File: config.mk
export PLATFORM = sky130hd
export DESIGN_NAME = spmv_fp16_mul_pipe
export DESIGN_NICKNAME = d
export VERILOG_FILES = /design/src/rtl/spmv_fp16_mul_pipe.sv
export SDC_FILE = /design/constraint.sdc
export NUM_CORES = 1
export LEC_CHECK = 0
export CORE_ASPECT_RATIO = 1.75
export CORE_UTILIZATION = 65
export CTS_CLUSTER_SIZE = 28
export DETAILED_ROUTE_END_ITERATION = 12
export PLACE_DENSITY = 0.83
export RECOVER_POWER = 100
export SKIP_CTS_REPAIR_TIMING = 1
export SYNTH_ARGS = -nofsm -noshare
export SYNTH_HDL_FRONTEND = slang
export SYNTH_SLANG_ARGS = --single-unit
export TNS_END_PERCENT = 1
File: constraint.sdc
create_clock -name i_clk -period 9.45 [get_ports i_clk]
set_clock_uncertainty 0.15 [all_clocks]
set_input_delay 1.89 -clock i_clk [delete_from_list [all_inputs] [get_ports i_clk]]
set_output_delay 1.89 -clock i_clk [all_outputs]
set_load 0.03 [all_outputs]
File: src/rtl/spmv_fp16_mul_pipe.sv
// ============================================================================
// Module  : spmv_fp16_mul_pipe
// Purpose : LANES-wide pipelined IEEE-754 binary16 multiplier for the SpMV
//           datapath, with valid/ready handshake and per-lane exception flags.
// Revision: 1.0  initial release
// ============================================================================
`default_nettype none

module spmv_fp16_mul_pipe #(
    parameter int LANES     = 1,
    parameter int ROUND_RNE = 1
) (
    input  logic                  i_clk,
    input  logic                  i_rst,
    input  logic                  i_valid,
    output logic                  o_ready,
    input  logic [16*LANES-1:0]   i_vector,
    input  logic [16*LANES-1:0]   i_value,
    output logic                  o_valid,
    input  logic                  i_ready,
    output logic [16*LANES-1:0]   o_result,
    output logic [4*LANES-1:0]    o_flags
);

    localparam logic [1:0] c_CLS_NORM = 2'd0;
    localparam logic [1:0] c_CLS_NAN  = 2'd1;
    localparam logic [1:0] c_CLS_INF  = 2'd2;
    localparam logic [1:0] c_CLS_ZERO = 2'd3;

    logic w_en;
    logic r_v1, r_v2, r_v3;

    // Single global stall: every stage moves only when the output slot frees.
    assign w_en    = ~r_v3 | i_ready;
    assign o_ready = w_en;
    assign o_valid = r_v3;

    always_ff @(posedge i_clk) begin
        if (i_rst) begin
            r_v1 <= 1'b0;
            r_v2 <= 1'b0;
            r_v3 <= 1'b0;
        end else if (w_en) begin
            r_v1 <= i_valid;
            r_v2 <= r_v1;
            r_v3 <= r_v2;
        end
    end

    for (genvar k = 0; k < LANES; k++) begin : g_lane
        logic [15:0]        w_a, w_b;
        logic               w_a_zero, w_a_inf, w_a_nan;
        logic               w_b_zero, w_b_inf, w_b_nan;
        logic [1:0]         w_cls;
        logic signed [6:0]  w_exp_sum;

        logic               r1_sign;
        logic [1:0]         r1_cls;
        logic signed [6:0]  r1_exp;
        logic [9:0]         r1_ma, r1_mb;

        logic               r2_sign;
        logic [1:0]         r2_cls;
        logic signed [6:0]  r2_exp;
        logic [21:0]        r2_prod;

        logic               w_p21;
        logic [9:0]         w_mant_n;
        logic               w_guard, w_sticky, w_inc, w_inexact;
        logic [10:0]        w_mant_r;
        logic signed [6:0]  w_exp_n, w_exp_f;
        logic [15:0]        w_res;
        logic [3:0]         w_flg;

        logic [15:0]        r_res;
        logic [3:0]         r_flg;

        assign w_a = i_value[16*k +: 16];
        assign w_b = i_vector[16*k +: 16];

        // Subnormal inputs fall into the zero class (flush without flag).
        assign w_a_zero = (w_a[14:10] == 5'd0);
        assign w_a_inf  = (w_a[14:10] == 5'h1F) && (w_a[9:0] == 10'd0);
        assign w_a_nan  = (w_a[14:10] == 5'h1F) && (w_a[9:0] != 10'd0);
        assign w_b_zero = (w_b[14:10] == 5'd0);
        assign w_b_inf  = (w_b[14:10] == 5'h1F) && (w_b[9:0] == 10'd0);
        assign w_b_nan  = (w_b[14:10] == 5'h1F) && (w_b[9:0] != 10'd0);

        always_comb begin
            w_cls = c_CLS_NORM;
            if (w_a_nan || w_b_nan || (w_a_inf && w_b_zero) || (w_b_inf && w_a_zero))
                w_cls = c_CLS_NAN;
            else if (w_a_inf || w_b_inf)
                w_cls = c_CLS_INF;
            else if (w_a_zero || w_b_zero)
                w_cls = c_CLS_ZERO;
        end

        assign w_exp_sum = $signed({2'b00, w_a[14:10]}) + $signed({2'b00, w_b[14:10]}) - 7'sd15;

        always_ff @(posedge i_clk) begin
            if (w_en) begin
                r1_sign <= w_a[15] ^ w_b[15];
                r1_cls  <= w_cls;
                r1_exp  <= w_exp_sum;
                r1_ma   <= w_a[9:0];
                r1_mb   <= w_b[9:0];

                r2_sign <= r1_sign;
                r2_cls  <= r1_cls;
                r2_exp  <= r1_exp;
                r2_prod <= 22'({1'b1, r1_ma}) * 22'({1'b1, r1_mb});
            end
        end

        assign w_p21     = r2_prod[21];
        assign w_mant_n  = w_p21 ? r2_prod[20:11] : r2_prod[19:10];
        assign w_guard   = w_p21 ? r2_prod[10] : r2_prod[9];
        assign w_sticky  = w_p21 ? (|r2_prod[9:0]) : (|r2_prod[8:0]);
        assign w_inc     = (ROUND_RNE != 0) && w_guard && (w_sticky || w_mant_n[0]);
        assign w_inexact = w_guard | w_sticky;
        assign w_mant_r  = {1'b0, w_mant_n} + {10'd0, w_inc};
        assign w_exp_n   = r2_exp + $signed({6'd0, w_p21});
        assign w_exp_f   = w_exp_n + $signed({6'd0, w_mant_r[10]});

        always_comb begin
            w_res = 16'h0000;
            w_flg = 4'b0000;
            case (r2_cls)
                c_CLS_NAN: begin
                    w_res = 16'h7E00;
                    w_flg = 4'b1000;
                end
                c_CLS_INF:  w_res = {r2_sign, 5'h1F, 10'h000};
                c_CLS_ZERO: w_res = {r2_sign, 15'h0000};
                default: begin
                    if (w_exp_f >= 7'sd31) begin
                        w_flg = 4'b0101;
                        w_res = (ROUND_RNE != 0) ? {r2_sign, 5'h1F, 10'h000}
                                                 : {r2_sign, 15'h7BFF};
                    end else if (w_exp_f <= 7'sd0) begin
                        w_flg = 4'b0011;
                        w_res = {r2_sign, 15'h0000};
                    end else begin
                        w_flg = {3'b000, w_inexact};
                        w_res = {r2_sign, w_exp_f[4:0], w_mant_r[9:0]};
                    end
                end
            endcase
        end

        // Output registers only load with a real beat so they hold during stalls.
        always_ff @(posedge i_clk) begin
            if (i_rst) begin
                r_res <= 16'h0000;
                r_flg <= 4'b0000;
            end else if (w_en && r_v2) begin
                r_res <= w_res;
                r_flg <= w_flg;
            end
        end

        assign o_result[16*k +: 16] = r_res;
        assign o_flags[4*k +: 4]    = r_flg;
    end

endmodule

`default_nettype wire

==> metrics.cfg <==
[status]
outcome=finished, violations left
violations=capacitance limit, slew limit

[timing]
slew_viol_final=68
setup_slack_ns=3.37
post-route-period-util_pct=64.3
max-slew-margin-rel_pct=-131
finalCriticalPeriod_ns=6.08
rsz0062_at_grt=no
clock.fmax_mhz=165
setup_tns_ns=0
max_slew.worst_pin.slew_ns=3.47
setup_viol=0
finalHoldViolations=0

[placement]
dpl_worst_slack_ns=3.89
gp_congestion=0.991
dp_cells=965
hpwlAfterDp_mm=13.8
io_buffer_count=57

[critical_path]
worstSetupEndpointType=flip-flop
required_ns=9.57
rr_startpoint=g_lane[0].r1_mb[9]
critPathMaxFanout=67
reg2reg_depth=16
critPathKind=in -> reg
start_kind=input pin
rrSetupSlack_ns=3.83
crit_arrival_ns=6.20
r2r-end=g_lane[0].r2_prod[19]

[clock_tree]
clk_latency_ns=0.35
cts_buffers=9
cts.sinks=85
cts_buffer_depth=2
cts_root_buffer=clkbuf_16
tritoncts=done
cts.htree.levels=3
clkSlewWorstSetupHoldPaths_ns=0.07

[logic_synthesis]
synth_top_area_share_pct=23.5
yosysTopAreaCell=edfxtp_1
synth.area.mux_share_pct=1.55
synthTopCellsByArea=edfxtp_1 23%, fa_1 21%, ha_1 12%, inv_1 6.0%, dfxtp_1 5.8%
synth-main-ff-cell=edfxtp_1
synth-edff-count=62
ys_seq_area_share_pct=29.3
syn_nets=993
yosysWarnings=0
ys_seq_elements=85
synth.distinct_cells=65
synth_xor_area_share_pct=4.30
synth_top_family_by_area=adder cells
syn_inst=800
synth_compound_area_share_pct=8.88
synthAdderAreaFrac_pct=32.5
async_flop_share_pct=0
synthSimpleGateAreaFrac_pct=15.9
syn-cell-area_mm2=0.00794
avgSynthCellArea_um2=9.92

[grt]
grt_util_all_layers_pct=29.3
grt_max_degree=68
grt_pass1_vias=6309
antenna_found_initial=0
grt_pass1_wl_mm=28.4
grt_overflow=0

[routing]
ant_nets=0
wirelength_mm=17.2
drc=0
drtPass1Iterations=5
viasPerCell=5.95
drt_iter0_drc=394
post_drt_wl_per_cell_um=17.5
via_count=5839

[finish]
fin_nets=1032
antenna_cells=0
area_delta_synth_final_pct=11.8
drive_above_1_share_pct=2.84
fillCellCount=826
final_common_cell=inv_1
layout_common_cells=126 x inv_1, 82 x nand2_1, 82 x fa_1
fin_cells=981

[die]
start_util_pct=66.5
die_h_um=148
die-area_mm2=0.0127
ios=58
row_count=53
die_w_um=85.5
coreArea_mm2=0.0119

[power]
leakage_nw=4.11
peakVddDrop_v=0.000205
combPwrFrac_pct=62.3
p_switching_mw=1.26
clock_power_share_pct=15.1
intPower_mw=1.57
switching_share_pct=44.5
seqPwrFrac_pct=22.7
power.density_mw_per_mm2=319

[worst_hold_path]
holdPathEnd=g_lane[0].r2_exp[0]
holdCritStartpoint=g_lane[0].r1_exp[0]
hp-class=reg -> reg
hold_depth=0

[flow_run]
cap_violations=1

==> per-layer routing <==
metal | vias up | GRT usage (%) | share of wire (%)
met3 | 70 | 3.88 | 3.5
met2 | 201 | 56.8 | 57
met5 | - | 0 | 0
met4 | 0 | 17.3 | 5.1
li1 | 2744 | - | -
met1 | 2824 | 28.6 | 34
==> critical path, cell delays in order <==
cell           delay, ns
dlygate4sd3_1       0.53
nand2b_1            0.34
clkbuf_1            2.48
and2_0              0.54
o311ai_0            0.21
a21oi_1             0.17
==> final cells by class <==
class	instances	area [µm²]	area share (%)
multi-input cells	557	4970	56.0
inverters	128	480	5.42
well taps	137	171	1.93
flip-flops and latches	85	2320	26.2
clock buffers	9	225	2.54
clock inverters	7	130	1.47
repair buffers	58	574	6.47
==> flip-flops by register name, indices dropped and copies added (netlist names), 2 cells and up <==
name / cells
g_lane.r1_exp: 7
o_flags: 4
g_lane.r1_mb: 10
g_lane.r2_exp: 7
g_lane.r2_cls: 2
g_lane.r1_cls: 2
g_lane.r2_prod: 22
g_lane.r1_ma: 10
o_result: 16
==> Yosys cell counts, drive strengths merged (2+ instances only) <==
cell type / number
fa: 82
a31oi: 6
o21a: 8
buf: 4
o31ai: 5
a41oi: 2
inv: 126
and2: 51
and3: 4
or3: 2
xnor2: 25
a211o: 2
nor3: 8
clkbuf: 26
xor2: 14
a21oi: 36
and3b: 3
and4: 2
nand2b: 6
nor2b: 6
nand2: 82
or4: 2
edfxtp: 62
ha: 75
nor4: 7
dfxtp: 23
o211ai: 3
nor2: 31
o21ai: 22
o31a: 2
mux2: 2
a211oi: 3
nand4: 9
mux2i: 10
a21o: 5
clkinv: 2
nand3: 23
==> power by group through the flow <==
stage	Combinational (mW)	Sequential (mW)	Clock, mW
floorplan	1.37	0.609	0
global placement	1.62	0.640	0
detailed placement	1.72	0.647	0
CTS	1.75	0.640	0.430
global route	1.96	0.650	0.441
finish	1.76	0.641	0.426
==> metrics by stage <==
step                util [%]  hold WS [ns]  power, mW  cell area, µm²
floorplan                  -         0.250       1.98            7940
global placement        71.8         0.250       2.26            8570
detailed placement      71.8         0.255       2.37            8570
CTS                     74.7         0.271       2.82            8920
global route            74.3         0.282       3.05            8870
finish                  74.3         0.271       2.83            8870
==> cells by family (layout without fill, tap and decap cells) <==
kind of cell,Yosys count,in the layout
simple gates,241,241
buf+inv,158,202
fa+ha+maj,157,157
compound gates,108,108
flops,85,85
xor+xnor,39,39
mux,12,12
==> worst max-delay path by stage <==
stage | start | endpoint | cells after the start
6_report | i_ready | o_result[15] | 6
5_1_grt | i_ready | o_result[15] | 6
4_1_cts | g_lane[0].r1_mb[9] | g_lane[0].r2_prod[19] | 16
3_5_place_dp | g_lane[0].r1_mb[9] | g_lane[0].r2_prod[19] | 16
3_3_place_gp | g_lane[0].r1_mb[9] | g_lane[0].r2_prod[19] | 16
2_1_floorplan | g_lane[0].r1_mb[9] | g_lane[0].r2_prod[19] | 17
No activity file was read; power rests on OpenSTA's default activity.
